--- config.mk ---
export PLATFORM = sky130hd
export DESIGN_NAME = lab2_proc_fetch_unit
export DESIGN_NICKNAME = d
export VERILOG_FILES = /design/src/rtl/lab2_proc_fetch_unit.sv
export SDC_FILE = /design/constraint.sdc
export NUM_CORES = 1
export LEC_CHECK = 0
export CORE_AREA = 8 8 139 141
export DETAILED_ROUTE_END_ITERATION = 8
export DIE_AREA = 0 0 147 149
export PLACE_DENSITY = 0.89
export SYNTH_ARGS = -nofsm -noshare
export SYNTH_HDL_FRONTEND = slang
export SYNTH_SLANG_ARGS = --single-unit
--- constraint.sdc ---
create_clock -name clk -period 8.4 [get_ports clk]
set_input_delay 0.84 -clock clk [delete_from_list [all_inputs] [get_ports clk]]
set_output_delay 0.84 -clock clk [all_outputs]
set_load 0.01 [all_outputs]
--- src/rtl/lab2_proc_fetch_unit.sv ---
// Fetch unit: PC_F, credit-limited imem requests, in-flight PC queue,
// two-entry instruction buffer toward decode, redirect squashing.
//
// Parameters : RESET_VECTOR (PC after reset), MAX_INFLIGHT (credit limit, 2)
// Ports      : clk, reset (sync, active-high)
//              imemreq_val/rdy/addr   - fetch request channel
//              imemresp_val/rdy/data  - in-order instruction responses
//              redirect_val/target    - branch/jump redirect from X
//              inst_val_D/rdy_D, inst_D, pc_D - instruction to decode
// Option     : LAB2_PROC_FETCH_PERF_EN adds num_fetched / num_squashed
module lab2_proc_fetch_unit #(
    parameter logic [31:0] RESET_VECTOR = 32'h00000200,
    parameter int          MAX_INFLIGHT = 2
) (
    input  logic        clk,
    input  logic        reset,
    output logic        imemreq_val,
    input  logic        imemreq_rdy,
    output logic [31:0] imemreq_addr,
    input  logic        imemresp_val,
    output logic        imemresp_rdy,
    input  logic [31:0] imemresp_data,
    input  logic        redirect_val,
    input  logic [31:0] redirect_target,
    output logic        inst_val_D,
    input  logic        inst_rdy_D,
    output logic [31:0] inst_D,
    output logic [31:0] pc_D
`ifdef LAB2_PROC_FETCH_PERF_EN
    ,
    output logic [31:0] num_fetched,
    output logic [31:0] num_squashed
`endif
);

    logic [31:0] r_pc_f;

    logic [31:0] r_pcq [0:1];
    logic        r_pcq_wr;
    logic        r_pcq_rd;
    logic [1:0]  r_pcq_cnt;

    logic [31:0] r_buf_pc   [0:1];
    logic [31:0] r_buf_inst [0:1];
    logic        r_buf_wr;
    logic        r_buf_rd;
    logic [1:0]  r_buf_cnt;

    logic [1:0]  r_drop_cnt;

    logic        w_fire;
    logic        w_resp;
    logic        w_drop;
    logic        w_enq;
    logic        w_deq;
    logic [2:0]  w_occ;
    logic [31:0] w_resp_pc;

    // In-flight requests and buffered instructions share one credit pool,
    // so a response always has a free buffer slot waiting for it.
    assign w_occ = {1'b0, r_pcq_cnt} + {1'b0, r_buf_cnt};

    assign imemreq_val  = !reset && !redirect_val
                        && (w_occ < 3'(MAX_INFLIGHT));
    assign imemreq_addr = r_pc_f;
    assign imemresp_rdy = !reset;

    assign inst_val_D = !reset && !redirect_val && (r_buf_cnt != 2'd0);
    assign inst_D     = r_buf_inst[r_buf_rd];
    assign pc_D       = r_buf_pc[r_buf_rd];

    assign w_fire    = imemreq_val && imemreq_rdy;
    assign w_resp    = imemresp_val && imemresp_rdy
                     && (r_pcq_cnt != 2'd0);
    // Responses belonging to the squashed path: in the redirect cycle
    // itself, or while older requests are still owed a drop.
    assign w_drop    = w_resp && (redirect_val || (r_drop_cnt != 2'd0));
    assign w_enq     = w_resp && !w_drop;
    assign w_deq     = inst_val_D && inst_rdy_D;
    assign w_resp_pc = r_pcq[r_pcq_rd];

    always_ff @(posedge clk) begin
        if (reset) begin
            r_pc_f <= RESET_VECTOR;
        end else if (redirect_val) begin
            r_pc_f <= redirect_target;
        end else if (w_fire) begin
            r_pc_f <= r_pc_f + 32'd4;
        end
    end

    always_ff @(posedge clk) begin
        if (reset) begin
            r_pcq_wr  <= 1'b0;
            r_pcq_rd  <= 1'b0;
            r_pcq_cnt <= 2'd0;
        end else begin
            if (w_fire) begin
                r_pcq_wr <= ~r_pcq_wr;
            end
            if (w_resp) begin
                r_pcq_rd <= ~r_pcq_rd;
            end
            r_pcq_cnt <= r_pcq_cnt + 2'(w_fire) - 2'(w_resp);
        end
    end

    always_ff @(posedge clk) begin
        if (w_fire) begin
            r_pcq[r_pcq_wr] <= r_pc_f;
        end
    end

    always_ff @(posedge clk) begin
        if (reset || redirect_val) begin
            r_buf_wr  <= 1'b0;
            r_buf_rd  <= 1'b0;
            r_buf_cnt <= 2'd0;
        end else begin
            if (w_enq) begin
                r_buf_wr <= ~r_buf_wr;
            end
            if (w_deq) begin
                r_buf_rd <= ~r_buf_rd;
            end
            r_buf_cnt <= r_buf_cnt + 2'(w_enq) - 2'(w_deq);
        end
    end

    always_ff @(posedge clk) begin
        if (w_enq) begin
            r_buf_pc[r_buf_wr]   <= w_resp_pc;
            r_buf_inst[r_buf_wr] <= imemresp_data;
        end
    end

    // No request fires during a redirect, so everything still in the
    // PC queue after this cycle's response belongs to the old path.
    always_ff @(posedge clk) begin
        if (reset) begin
            r_drop_cnt <= 2'd0;
        end else if (redirect_val) begin
            r_drop_cnt <= r_pcq_cnt - 2'(w_resp);
        end else if (w_drop) begin
            r_drop_cnt <= r_drop_cnt - 2'd1;
        end
    end

`ifdef LAB2_PROC_FETCH_PERF_EN
    logic [31:0] r_num_fetched;
    logic [31:0] r_num_squashed;
    logic [31:0] w_flushed;

    assign w_flushed = redirect_val ? 32'(r_buf_cnt) : 32'd0;

    always_ff @(posedge clk) begin
        if (reset) begin
            r_num_fetched  <= 32'd0;
            r_num_squashed <= 32'd0;
        end else begin
            r_num_fetched  <= r_num_fetched + 32'(w_deq);
            r_num_squashed <= r_num_squashed + 32'(w_drop) + w_flushed;
        end
    end

    assign num_fetched  = r_num_fetched;
    assign num_squashed = r_num_squashed;
`endif

endmodule

---- Word level (Yosys, flattened, before mapping) ----
Memory sizes are Yosys's and may differ from the RTL's. A register that Yosys moved wholly into a read port is not among the register bits.
Index checks and enable logic that the tools add are counted.
storage, ports and cells
  register bits after elaboration ......... 42
  latch bits .............................. 0
  bits in writable memories ............... 192
  bits in read-only memories .............. 0
  output and inout bits ................... 99
  word-level logic and storage cells ...... 57
  memories kept ........................... 3
memories
  memory      depth  bits a word  read ports  clocked after memory_dff  write ports  line  text
  r_buf_inst  2      32           1           1                         1            44    logic [31:0] r_buf_inst [0:1];
  r_buf_pc    2      32           1           1                         1            43    logic [31:0] r_buf_pc [0:1];
  r_pcq       2      32           1           1                         1            38    logic [31:0] r_pcq [0:1];
operators by class
  $add $sub $neg .......................... 8
  $mul .................................... 0
  divide/modulo/power cells ............... 0
  order comparisons ....................... 1
  equality and inequality tests ........... 0
  shifts and indexed selects .............. 0
  multiplexer cells ....................... 14
  bitwise operators ....................... 4
  reduce and logical (&&, ||, !) cells .... 19
operators with widths
  operator                                            number
  2-to-1 mux 32 bit                                   2
  adder 32 x 3 -> 32 bit, second input constant       1
  2-to-1 mux 1 bit                                    10
  nonzero test 2 bit                                  5
  logical AND 1 bit                                   9
  subtractor 2 x 1 -> 2 bit                           3
  adder 2 x 1 -> 2 bit                                2
  2-to-1 mux 2 bit                                    2
  NOT 1 bit                                           4
  adder 2 x 2 -> 3 bit                                1
  zero test 1 bit                                     3
  < comparator 3 x 2 -> 1 bit, second input constant  1
  logical OR 1 bit                                    2
  subtractor 2 x 1 -> 2 bit, second input constant    1

---- Depth between registers and ports, before layout ----
  word-level depth ........................ 8
  gate-level depth with buffers ........... 10
  depth with buffers taken out ............ 9

---- Least setup slack after synthesis ----
No wires, ideal clock.
  path type ............................... input to register
  from .................................... in imemresp_val
  to ...................................... mem r_buf_inst[0][0] (enable)
  library setup time ...................... 487 ps
  arrival time ............................ 3998 ps
  required time ........................... 7913 ps
  slack ................................... 3916 ps
  stages on the path ...................... 3
  buffers on the path ..................... 0
  path through ............................ o21ai_0 > nand4b_1 > nor2_1
on the way
  cells in the longest elaborated chain, start to end .. 7
ends and longest elaborated chain
  element                                   line  text
  start: declaration                        20    input logic imemresp_val,
  logical AND 1 bit *                       73    assign w_resp = imemresp_val && imemresp_rdy
  logical AND 1 bit *                       74    && (r_pcq_cnt != 2'd0);
  logical AND 1 bit                         77    assign w_drop = w_resp && (redirect_val || (r_drop_cnt != 2'd0));
  zero test 1 bit                           78    assign w_enq = w_resp && !w_drop;
  logical AND 1 bit *                       78
  2-to-1 mux 1 bit *                        131   if (w_enq) begin
  2-to-1 mux 1 bit (implied by the code) *  133   r_buf_inst[r_buf_wr] <= imemresp_data;
  end: declaration                          44
Mark *: on every way between the ends. The rest lies on a longest branch, timed or not.

---- Final worst setup path ----
  from .................................... in redirect_val
  to ...................................... out imemreq_val
on the way
  cells in the longest elaborated chain, start to end .. 3
ends and longest elaborated chain
  element             line  text
  start: declaration  23    input logic redirect_val,
  zero test 1 bit     63    assign imemreq_val = !reset && !redirect_val
  logical AND 1 bit   63
  logical AND 1 bit   64    && (w_occ < 3'(MAX_INFLIGHT));
  end: declaration    17    output logic imemreq_val,
No other way between the ends.

==> flow_summary.toml <==
[timing]
fin_skew_ns = 0.0167
slew_violations = 0
worstMarginPinSlew_ns = 1.14
slew-limit-headroom_pct = 22.8
whs_ns = 0.510
tns_ns = 0
fmax_mhz = 252
min_period_ns = 3.97
hold_viol_final = 0
finalSetupViolCount = 0
rsz0062_at_grt = "false"
worst_slack_ns = 4.43
fin_crit_sh_pct = 47.3

[grt]
grt_pass1_vias = 5608
antenna_found_initial = 0
met1_usage_pct = 22.2
grt_util_all_layers_pct = 17.5
gr-total-overflow = 0
top_usage_layer = "met2"
use_met3_pct = 4.43
use_met2_pct = 29.8
grt_pass1_wl_um = 30600
grt_max_degree = 65

[clocking]
htreeDepth = 1
clk_pin_slew_worst_paths_ns = 0.06
cts_resized = 0
cts-root-buf = "clkbuf_16"
cts_tree = "done"
postCtsSetupBuffers = 0
cts_sinks = 236
clkLatencyLatePin_ns = 0.50
cts_buffers = 23
clk_path_buf_depth = 3
cts.hold.buffers_added = 0

[worst_setup_path]
cp-end-kind = "output port"
worst_ep_required_time_ns = 7.56
arrival_ns = 3.13
crit_top_cell = "clkdlybuf4s50_1"
critical_path.cell_chain = "clkdlybuf4s50_1 -> or2_2 -> nor3_1 -> clkdlybuf4s50_1"
critPathMaxFanout = 24
crit_type = "in2out"
cp_slowest_cell = "clkdlybuf4s50_1"
cp-start-kind = "input pin"
cp_slowest_stage_delay_ns = 0.92

[synth]
netlist-cell-type-count = 45
ys_seq_area_share_pct = 71.6
synth_ff_type = "edfxtp_1"
synth_top_family_by_area = "multiplexers"
synthArstFlopShare_pct = 0
yosys.area.top_type_share_pct = 62.1
synthXorXnorAreaFrac_pct = 3.11
syn-cell-area_mm2 = 0.00928
syn_inst = 587
yosysTopAreaCell = "edfxtp_1"
synthAdderAreaFrac_pct = 1.16
synth_nets = 665
yosys.area_share.simple_pct = 7.37
ys_warn_count = 0
muxShareOfSynthArea_pct = 12.5
yosys-top-cells-area = "edfxtp_1 (62%), mux2_2 (12%), dfxtp_1 (9.5%)"
ys_ff_latch = 236
syn_area_per_cell_um2 = 15.8
synth-edff-count = 192
synth_compound_area_share_pct = 2.56

[die]
die_y_um = 149
die-area_mm2 = 0.0219
core_area_mm2 = 0.0171
start_util_pct = 54.4
row_count = 48
die_w_um = 147
pin_count = 169

[final_layout]
postLayoutCoreUtil_pct = 70.0
nFillCells = 1117
area_growth_pct = 28.6
final_design_area_no_fill_mm2 = 0.0119
drive_gt1_share_pct = 19.0
layout.nets = 839
diodes = 0

[drt]
drt_iter0_markers = 407
drt_wl_total_um = 19700
route.vias.total = 5494
final_antenna_net_count = 0
drc = 0
drt-vias-per-instance = 5.48
post_drt_wl_per_cell_um = 19.7
first_pass_iters = 5

[place]
dp.final_hpwl_um = 13200
postPlaceCellArea_mm2 = 0.0112
post-place-ws_ns = 4.35
gp_congestion = 0.803
io_buffers = 168

[power_and_ir_drop]
leakage_uw = 0.00398
max-vdd-ir-drop_mv = 0.178
pwr_density_cell_mw_per_mm2 = 207

[status]
status = "finished clean"

[min_path]
hp-class = "reg2reg"

[run]
maxCapViolCount = 0
## path summary, 6_finish.rpt
kind / start / end / slack [ns] / cells after the start
hold reg to reg: r_pcq_rd / flop / 0.51 / 2
hold / removal: r_pcq_rd / flop / 0.51 / 2
setup / recovery: redirect_val / imemreq_val / 4.43 / 4
setup reg to reg: r_pcq_cnt[0] / r_pcq[0][1] / 4.56 / 5
## Yosys cell counts, drive strengths merged, types with 4 or more instances
library cell,instances
a211oi,12
a21oi,7
a31oi,6
and2,8
and3,6
buf,9
clkbuf,16
dfxtp,44
edfxtp,192
ha,7
inv,12
mux2,96
mux2i,8
nand2,24
nand3,7
nand4,14
nor2,43
nor3,8
nor4,5
or4,4
xnor2,22
xor2,11
## sequential cells by signal, summed over array words and instances, names as in the netlist, named ones only
name,cells
r_buf_wr,1
r_buf_cnt,2
r_pcq_wr,1
r_buf_rd,1
r_buf_inst,64
r_pcq,64
r_drop_cnt,2
r_buf_pc,64
imemreq_addr,32
r_pcq_cnt,2
r_pcq_rd,1
## stage by stage
step | instances | power [µW]
global placement | 961 | 1510
global route | 1003 | 2550
detailed placement | 961 | 1520
CTS | 1003 | 2500
finish | 1003 | 2480
floorplan | 587 | 1420
## cells in the final DEF (no fill, tap or decap), types with 8 or more instances in the layout
cell type	synthesis	layout
edfxtp_1	192	192
xnor2_1	22	22
nor3_1	8	8
dfxtp_1	44	43
mux2i_1	8	8
inv_1	12	12
nand4_1	13	13
clkdlybuf4s50_1	0	168
clkbuf_16	0	23
nand2_1	24	24
mux2_2	96	96
nor2_1	43	40
and2_1	8	8
xor2_1	11	11
a211oi_1	12	12
## kinds of logic after synthesis
group                    count (synthesis)
AO/OA/AOI/OAI                           36
adder cells (fa/ha/maj)                  8
multiplexers                           104
flip-flops                             236
buffers and inverters                   37
XOR/XNOR                                33
AND/OR/NAND/NOR                        133
## power breakdown
| group | switching [µW] | internal (µW) | total, µW |
|---|---|---|---|
| combinational | 80.0 | 93.9 | 174 |
| sequential | 27.2 | 1300 | 1320 |
| clock | 408 | 570 | 978 |
## worst max-delay path: cells and delay by family
kind	cells	cell delay, ns
buf+inv	2	1.51
simple gates	2	0.77
## cell type report
cell class / instances / area [µm²] / share of cell area (%)
Clock buffer: 28 / 594 / 4.98
Clock inverter: 14 / 133 / 1.11
Inverter: 12 / 45.0 / 0.377
Multi-Input combinational cell: 314 / 2510 / 21.0
Sequential cell: 236 / 6650 / 55.7
Tap cell: 225 / 282 / 2.36
Timing Repair Buffer: 174 / 1730 / 14.5
## layer usage
| metal | vias to the layer above | wire length (µm) |
|---|---|---|
| met5 | - | 0 |
| met3 | 19 | 1450 |
| li1 | 2574 | - |
| met2 | 210 | 9750 |
| met4 | 0 | 223 |
| met1 | 2691 | 8300 |
(Power assumes the default switching activity.)
